==> config.mk <==
export PLATFORM = sky130hd
export DESIGN_NAME = plugboard_pairs_flat
export DESIGN_NICKNAME = d
export VERILOG_FILES = /design/src/rtl/plugboard_pkg.sv /design/src/rtl/plugboard_pairs_if.sv /design/src/rtl/plug_lookup.sv /design/src/rtl/plugboard_pairs.sv /design/src/flat_wrapper.sv
export SDC_FILE = /design/constraint.sdc
export NUM_CORES = 1
export LEC_CHECK = 0
export CORE_UTILIZATION = 45
export CTS_CLUSTER_SIZE = 20
export DETAILED_ROUTE_END_ITERATION = 6
export PLACE_DENSITY_LB_ADDON = 0.12
export SYNTH_ARGS = -nofsm -noshare
export SYNTH_HDL_FRONTEND = slang
export SYNTH_SLANG_ARGS = --single-unit
==> constraint.sdc <==
create_clock -name clk -period 6.75 [get_ports clk]
set_clock_uncertainty 0.05 [all_clocks]
set_input_delay 0.675 -clock clk [delete_from_list [all_inputs] [get_ports clk]]
set_output_delay 0.675 -clock clk [all_outputs]
set_load 0.02 [all_outputs]
==> src/rtl/plugboard_pkg.sv <==
// rtl/plugboard_pkg.sv - shared types and defaults for the plugboard pair table
package plugboard_pkg;

  localparam int LET_W_DEF = 5;
  localparam int ALPHA_DEF = 26;

  typedef enum logic [1:0] {
    OP_ADD    = 2'd0,
    OP_REMOVE = 2'd1,
    OP_CLEAR  = 2'd2,
    OP_NOP    = 2'd3
  } cfg_op_e;

  typedef enum logic [1:0] {
    ERR_OK            = 2'd0,
    ERR_BAD_LETTER    = 2'd1,
    ERR_CONFLICT      = 2'd2,
    ERR_FULL_NOTFOUND = 2'd3
  } cfg_err_e;

  typedef enum logic [1:0] {
    ST_IDLE  = 2'd0,
    ST_CHECK = 2'd1,
    ST_RESP  = 2'd2
  } cfg_state_e;

endpackage

==> src/rtl/plugboard_pairs_if.sv <==
// rtl/plugboard_pairs_if.sv - command, substitution and status signals of the plugboard
interface plugboard_pairs_if
  import plugboard_pkg::*;
#(
  parameter int LET_W     = LET_W_DEF,
  parameter int NUM_PAIRS = 10
);
  localparam int CNT_W = $clog2(NUM_PAIRS + 1);

  logic                 cfg_valid;
  logic                 cfg_ready;
  logic [1:0]           cfg_op;
  logic [LET_W-1:0]     cfg_a;
  logic [LET_W-1:0]     cfg_b;
  logic                 cfg_done;
  logic [1:0]           cfg_err;
  logic                 in_valid;
  logic [LET_W-1:0]     in_let;
  logic [LET_W-1:0]     in_letinv;
  logic                 out_valid;
  logic [LET_W-1:0]     out_let;
  logic [LET_W-1:0]     out_letinv;
  logic [NUM_PAIRS-1:0] active;
  logic [CNT_W-1:0]     pair_count;

  modport master (
    output cfg_valid, cfg_op, cfg_a, cfg_b, in_valid, in_let, in_letinv,
    input  cfg_ready, cfg_done, cfg_err, out_valid, out_let, out_letinv, active, pair_count
  );

  modport slave (
    input  cfg_valid, cfg_op, cfg_a, cfg_b, in_valid, in_let, in_letinv,
    output cfg_ready, cfg_done, cfg_err, out_valid, out_let, out_letinv, active, pair_count
  );

endinterface

==> src/rtl/plug_lookup.sv <==
// rtl/plug_lookup.sv - maps one letter through the active pair slots
module plug_lookup
  import plugboard_pkg::*;
#(
  parameter int LET_W     = LET_W_DEF,
  parameter int ALPHA     = ALPHA_DEF,
  parameter int NUM_PAIRS = 10
) (
  input  logic [LET_W-1:0]                let_i,
  input  logic [NUM_PAIRS-1:0][LET_W-1:0] slot_a,
  input  logic [NUM_PAIRS-1:0][LET_W-1:0] slot_b,
  input  logic [NUM_PAIRS-1:0]            active,
  output logic [LET_W-1:0]                let_o,
  output logic [NUM_PAIRS-1:0]            match
);

  logic in_range;

  // The table never holds a letter twice, so at most one match bit is set.
  always_comb begin
    in_range = (int'(let_i) < ALPHA);
    match    = '0;
    let_o    = let_i;
    for (int i = 0; i < NUM_PAIRS; i++) begin
      match[i] = in_range && active[i] && ((slot_a[i] == let_i) || (slot_b[i] == let_i));
      if (match[i]) begin
        let_o = (slot_a[i] == let_i) ? slot_b[i] : slot_a[i];
      end
    end
  end

endmodule

==> src/rtl/plugboard_pairs.sv <==
// rtl/plugboard_pairs.sv - reconfigurable Enigma plugboard with checked pair commands
module plugboard_pairs
  import plugboard_pkg::*;
#(
  parameter int LET_W     = LET_W_DEF,
  parameter int ALPHA     = ALPHA_DEF,
  parameter int NUM_PAIRS = 10
) (
  input logic           clk,
  input logic           rst_n,
  plugboard_pairs_if.slave bus
);

  localparam int CNT_W = $clog2(NUM_PAIRS + 1);

  cfg_state_e                     state_q, state_d;
  cfg_op_e                        op_q, op_d;
  logic [LET_W-1:0]               a_q, a_d, b_q, b_d;
  logic [NUM_PAIRS-1:0][LET_W-1:0] slot_a_q, slot_a_d, slot_b_q, slot_b_d;
  logic [NUM_PAIRS-1:0]           active_q, active_d;
  logic                           done_q, done_d;
  cfg_err_e                       err_q, err_d;
  logic                           out_valid_q, out_valid_d;
  logic [LET_W-1:0]               out_let_q, out_let_d, out_letinv_q, out_letinv_d;

  logic [LET_W-1:0]     fwd_let, inv_let, chk_a_let, chk_b_let;
  logic [NUM_PAIRS-1:0] fwd_match, inv_match, chk_a_match, chk_b_match;
  logic [NUM_PAIRS-1:0] free_oh;
  logic                 a_bad, b_bad;
  logic [CNT_W-1:0]     count;
  logic                 unused_sink;

  plug_lookup #(.LET_W(LET_W), .ALPHA(ALPHA), .NUM_PAIRS(NUM_PAIRS)) u_fwd (
    .let_i(bus.in_let), .slot_a(slot_a_q), .slot_b(slot_b_q), .active(active_q),
    .let_o(fwd_let), .match(fwd_match)
  );

  plug_lookup #(.LET_W(LET_W), .ALPHA(ALPHA), .NUM_PAIRS(NUM_PAIRS)) u_inv (
    .let_i(bus.in_letinv), .slot_a(slot_a_q), .slot_b(slot_b_q), .active(active_q),
    .let_o(inv_let), .match(inv_match)
  );

  // Command-side lookups only need the match vectors for conflict and removal search.
  plug_lookup #(.LET_W(LET_W), .ALPHA(ALPHA), .NUM_PAIRS(NUM_PAIRS)) u_chk_a (
    .let_i(a_q), .slot_a(slot_a_q), .slot_b(slot_b_q), .active(active_q),
    .let_o(chk_a_let), .match(chk_a_match)
  );

  plug_lookup #(.LET_W(LET_W), .ALPHA(ALPHA), .NUM_PAIRS(NUM_PAIRS)) u_chk_b (
    .let_i(b_q), .slot_a(slot_a_q), .slot_b(slot_b_q), .active(active_q),
    .let_o(chk_b_let), .match(chk_b_match)
  );

  assign unused_sink = ^{chk_a_let, chk_b_let, fwd_match, inv_match};

  assign a_bad   = (int'(a_q) >= ALPHA);
  assign b_bad   = (int'(b_q) >= ALPHA);
  assign free_oh = ~active_q & (active_q + NUM_PAIRS'(1));

  always_comb begin
    count = '0;
    for (int i = 0; i < NUM_PAIRS; i++) begin
      count = count + {{(CNT_W-1){1'b0}}, active_q[i]};
    end
  end

  always_comb begin
    state_d      = state_q;
    op_d         = op_q;
    a_d          = a_q;
    b_d          = b_q;
    slot_a_d     = slot_a_q;
    slot_b_d     = slot_b_q;
    active_d     = active_q;
    done_d       = 1'b0;
    err_d        = ERR_OK;
    out_valid_d  = bus.in_valid;
    out_let_d    = fwd_let;
    out_letinv_d = inv_let;

    case (state_q)
      ST_IDLE: begin
        if (bus.cfg_valid) begin
          state_d = ST_CHECK;
          op_d    = cfg_op_e'(bus.cfg_op);
          a_d     = bus.cfg_a;
          b_d     = bus.cfg_b;
        end
      end
      ST_CHECK: begin
        state_d = ST_RESP;
        done_d  = 1'b1;
        case (op_q)
          OP_ADD: begin
            if (a_bad || b_bad || (a_q == b_q)) begin
              err_d = ERR_BAD_LETTER;
            end else if (|chk_a_match || |chk_b_match) begin
              err_d = ERR_CONFLICT;
            end else if (&active_q) begin
              err_d = ERR_FULL_NOTFOUND;
            end else begin
              for (int i = 0; i < NUM_PAIRS; i++) begin
                if (free_oh[i]) begin
                  slot_a_d[i] = a_q;
                  slot_b_d[i] = b_q;
                end
              end
              active_d = active_q | free_oh;
            end
          end
          OP_REMOVE: begin
            if (a_bad) begin
              err_d = ERR_BAD_LETTER;
            end else if (|chk_a_match) begin
              active_d = active_q & ~chk_a_match;
            end else begin
              err_d = ERR_FULL_NOTFOUND;
            end
          end
          OP_CLEAR: active_d = '0;
          default: ;
        endcase
      end
      ST_RESP: state_d = ST_IDLE;
      default: state_d = ST_IDLE;
    endcase
  end

  always_ff @(posedge clk or negedge rst_n) begin
    if (!rst_n) begin
      state_q      <= ST_IDLE;
      op_q         <= OP_NOP;
      a_q          <= '0;
      b_q          <= '0;
      slot_a_q     <= '0;
      slot_b_q     <= '0;
      active_q     <= '0;
      done_q       <= 1'b0;
      err_q        <= ERR_OK;
      out_valid_q  <= 1'b0;
      out_let_q    <= '0;
      out_letinv_q <= '0;
    end else begin
      state_q      <= state_d;
      op_q         <= op_d;
      a_q          <= a_d;
      b_q          <= b_d;
      slot_a_q     <= slot_a_d;
      slot_b_q     <= slot_b_d;
      active_q     <= active_d;
      done_q       <= done_d;
      err_q        <= err_d;
      out_valid_q  <= out_valid_d;
      out_let_q    <= out_let_d;
      out_letinv_q <= out_letinv_d;
    end
  end

  assign bus.cfg_ready  = (state_q == ST_IDLE);
  assign bus.cfg_done   = done_q;
  assign bus.cfg_err    = err_q;
  assign bus.out_valid  = out_valid_q;
  assign bus.out_let    = out_let_q;
  assign bus.out_letinv = out_letinv_q;
  assign bus.active     = active_q;
  assign bus.pair_count = count;

endmodule

==> src/flat_wrapper.sv <==
// flat-port wrapper written by rule: the top's interface ports become plain ports
module plugboard_pairs_flat import plugboard_pkg::*;
#(
  parameter int LET_W     = LET_W_DEF,
  parameter int ALPHA     = ALPHA_DEF,
  parameter int NUM_PAIRS = 10
)
  (clk, rst_n, bus_cfg_valid, bus_cfg_op, bus_cfg_a, bus_cfg_b, bus_in_valid, bus_in_let, bus_in_letinv, bus_cfg_ready, bus_cfg_done, bus_cfg_err, bus_out_valid, bus_out_let, bus_out_letinv, bus_active, bus_pair_count);
  plugboard_pairs_if #(.LET_W(LET_W), .NUM_PAIRS(NUM_PAIRS)) bus_i ();
  input logic clk;
  input logic rst_n;
  input wire logic [$bits(bus_i.cfg_valid)-1:0] bus_cfg_valid;
  input wire logic [$bits(bus_i.cfg_op)-1:0] bus_cfg_op;
  input wire logic [$bits(bus_i.cfg_a)-1:0] bus_cfg_a;
  input wire logic [$bits(bus_i.cfg_b)-1:0] bus_cfg_b;
  input wire logic [$bits(bus_i.in_valid)-1:0] bus_in_valid;
  input wire logic [$bits(bus_i.in_let)-1:0] bus_in_let;
  input wire logic [$bits(bus_i.in_letinv)-1:0] bus_in_letinv;
  output wire logic [$bits(bus_i.cfg_ready)-1:0] bus_cfg_ready;
  output wire logic [$bits(bus_i.cfg_done)-1:0] bus_cfg_done;
  output wire logic [$bits(bus_i.cfg_err)-1:0] bus_cfg_err;
  output wire logic [$bits(bus_i.out_valid)-1:0] bus_out_valid;
  output wire logic [$bits(bus_i.out_let)-1:0] bus_out_let;
  output wire logic [$bits(bus_i.out_letinv)-1:0] bus_out_letinv;
  output wire logic [$bits(bus_i.active)-1:0] bus_active;
  output wire logic [$bits(bus_i.pair_count)-1:0] bus_pair_count;
  assign bus_i.cfg_valid = bus_cfg_valid;
  assign bus_i.cfg_op = bus_cfg_op;
  assign bus_i.cfg_a = bus_cfg_a;
  assign bus_i.cfg_b = bus_cfg_b;
  assign bus_i.in_valid = bus_in_valid;
  assign bus_i.in_let = bus_in_let;
  assign bus_i.in_letinv = bus_in_letinv;
  assign bus_cfg_ready = bus_i.cfg_ready;
  assign bus_cfg_done = bus_i.cfg_done;
  assign bus_cfg_err = bus_i.cfg_err;
  assign bus_out_valid = bus_i.out_valid;
  assign bus_out_let = bus_i.out_let;
  assign bus_out_letinv = bus_i.out_letinv;
  assign bus_active = bus_i.active;
  assign bus_pair_count = bus_i.pair_count;
  plugboard_pairs #(.LET_W(LET_W), .ALPHA(ALPHA), .NUM_PAIRS(NUM_PAIRS)) u_core (.clk(clk), .rst_n(rst_n), .bus(bus_i));
endmodule
==> run metrics <==
post-synthesis sequential area ratio 25.4%; GR Util All Layers 29.0%; Crit Path Max Fanout 10; layout cells sized above 1 14.7%; Initial Util 45.8%; critical path arrival 4.48 ns; FF-to-FF path depth 10; min Tclk post-route 5.21 ns; P_leak 5.86 nW; setup repair bufs after CTS 0; Worst R2R Setup Slack 2.30 ns; maximum vdd drop 0.325 mV; worst path required time 6.02 ns; post-synth top area share 25.0%; EDFF count, synth 0; wire per inst 24.4 µm; Routed Wire Length 43.4 mm; ys async rst share 100%; CTS Buffer Depth 2; critical path capture point type output port; Worst path most repeated cell fa_1; Synth Area in Compound Gates 9.85%; crit-path cells inv_1, ha_1, inv_1, fa_1, fa_1, fa_1, inv_1, fa_1, fa_1, xor2_1, clkdlybuf4s50_1; Inserted Diodes 0; critical path depth in cells 11; most common cell in the synthesized netlist xnor2_1; main combinational cell family by area after synthesis XOR/XNOR gates; Worst-Skew Late Latency 0.45 ns; final setup vio count 0; CTS buffer count 17; CP max stage cell clkdlybuf4s50_1; Worst Setup Start Kind flop; fmax 0.192 GHz; CTS tree done; clock slew at reported path FFs 0.06 ns; worst r2r src u_core.b_q[2]; clk root buf clkbuf_16; synth warn 0; Slew HR 25.1%; Die ar. 30900 µm²; vias 10.7k; Syn Std Cell Area 13600 µm²; Core Footprint 29700 µm²; Seq cells post-synth 138; hold buffers post-CTS 0; Fillers 2764; Synth Area in Simple Gates 11.4%; area added between synthesis and finish 6.31%; setup TNS 0 ns; xor/xnor share of the synthesized area 26.0%; Hold Crit Class input port to asynchronous set/reset pin; Final nets 1420; worst setup path start u_core.bus.active[0]; largest net degree at the start of global routing 81; r2r endpoint u_core.slot_a_q[41]; Final Non-Filler Cells 1780; drt drc 0; Worst path max stage delay 0.62 ns; status complete, no violations; Power Density 302 nW/µm²; Max Cap Violations 0; final hold vios 0; antenna violations before repair 0; Slew @ Worst Pin 1.12 ns; Placer Congestion 0.954; Mapped Cells 1476; critical path class flop to output port; Pre-antenna DRT Iters 5; largest cells by area after synthesis dfrtp_1, xnor2_1, xor2_1; most frequent cells after synthesis xnor2_1, xor2_1, dfrtp_1; Yosys cell types 70; area post-placement 13800 µm²; final cycle utilization of the critical path 77.2%; die width 176 µm; Die Ht 176 µm; Final Max Slew Viols 0; post-synth net total 1519; Post-Synth Adder-Cell Area 1.89%; Worst Path Buf+Inv 4; IO Count 55; vias in the first global route 10.3k; crit-path leading delay family adder cells; DP HPWL 30.1 mm; cell taking the most area after synthesis dfrtp_1; GRT overflow 0; via density per instance 6.02; site row count 63; Mapped Avg Cell Area 9.22 µm²; Critical Path End bus_pair_count[2]; ys flop type dfrtp_1; RSZ-0062 raised after global routing false; DR iter-0 viols 937; htree depth 4; first-pass GRT wire length 66.7 mm; clock sink total 138; Routed Antenna Nets 0; post-synthesis mux area share 17.3%; CTS resizes 0; # port buffers 54; Placed Instances 1748; post-route cell area 14500 µm²
cell type report:
| type | count | area (µm²) | area share (%) |
|---|---|---|---|
| clock inverter | 15 | 235 | 1.63 |
| inverter | 25 | 93.8 | 0.649 |
| timing repair buffer | 76 | 707 | 4.89 |
| sequential | 138 | 3470 | 24.0 |
| clock buffer | 17 | 425 | 2.94 |
| tap | 390 | 488 | 3.37 |
| multi-input combinational | 1119 | 9040 | 62.5 |
cells by family (layout without fill, tap and decap cells):
family | Yosys count | in the layout
flip-flops | 138 | 138
AND/OR/NAND/NOR | 309 | 309
AO/OA/AOI/OAI | 188 | 188
buffers and inverters | 219 | 133
adder cells (fa/ha/maj) | 17 | 17
multiplexers | 201 | 201
XOR/XNOR | 404 | 404
per-layer routing:
layer  share of wire (%)  GRT usage [%]
met4                 2.4           9.57
met1                  45           40.4
met2                  46           45.3
met3                 6.5           5.06
met5                   0              0
worst min path at each step:
stage | start | end | cells after the start
global route | rst_n | u_core.slot_a_q[44] | 1
finish | rst_n | u_core.slot_a_q[44] | 1
global placement | u_core.state_q[1] | u_core.state_q[1] | 1
detailed placement | u_core.state_q[1] | u_core.state_q[1] | 1
CTS | rst_n | u_core.slot_a_q[44] | 1
floorplan | rst_n | u_core.a_q[0] | 0
through the flow:
step / hold slack (ns) / power, mW / setup slack, ns / utilization [%]
after floorplan: 0.329 / 2.80 / 2.48 / -
after global placement: 0.391 / 3.25 / 2.02 / 46.4
after detailed placement: 0.396 / 3.28 / 2.00 / 46.4
after CTS: 0.229 / 4.37 / 1.52 / 48.7
after global routing: 0.257 / 4.61 / 1.34 / 48.7
final: 0.188 / 4.37 / 1.54 / 48.7
power by group:
group	leakage, nW	total, mW	internal, mW	switching, mW
Combinational	3.73	1.77	0.883	0.885
Clock	0.316	1.09	0.664	0.422
Sequential	1.82	1.52	0.969	0.549
Total	5.86	4.37	2.52	1.86
flip-flops by register name, summed over array words and instances (netlist names):
register	flops
u_core.slot_a_q	50
u_core.slot_b_q	50
u_core.bus.active	10
u_core.a_q	5
u_core.b_q	5
u_core.bus.out_let	5
u_core.bus.out_letinv	5
u_core.bus.cfg_err	2
u_core.op_q	2
u_core.state_q	2
u_core.bus.cfg_done	1
u_core.bus.out_valid	1
layout by cell type, fill, tap and decap left out, drive strengths merged, types with 9 or more instances in the layout:
| cell | n |
|---|---|
| a22oi | 9 |
| o221ai | 9 |
| clkdlybuf4s50 | 53 |
| nand3 | 69 |
| nor2 | 47 |
| clkbuf | 17 |
| dfrtp | 136 |
| o21ai | 31 |
| o211ai | 26 |
| xnor2 | 228 |
| mux2i | 79 |
| nand4 | 19 |
| nand2 | 58 |
| mux2 | 122 |
| nor4 | 13 |
| buf | 23 |
| inv | 31 |
| a21oi | 32 |
| xor2 | 176 |
| nor2b | 13 |
| nor3 | 59 |
| ha | 11 |
(Power assumes the default switching activity.)
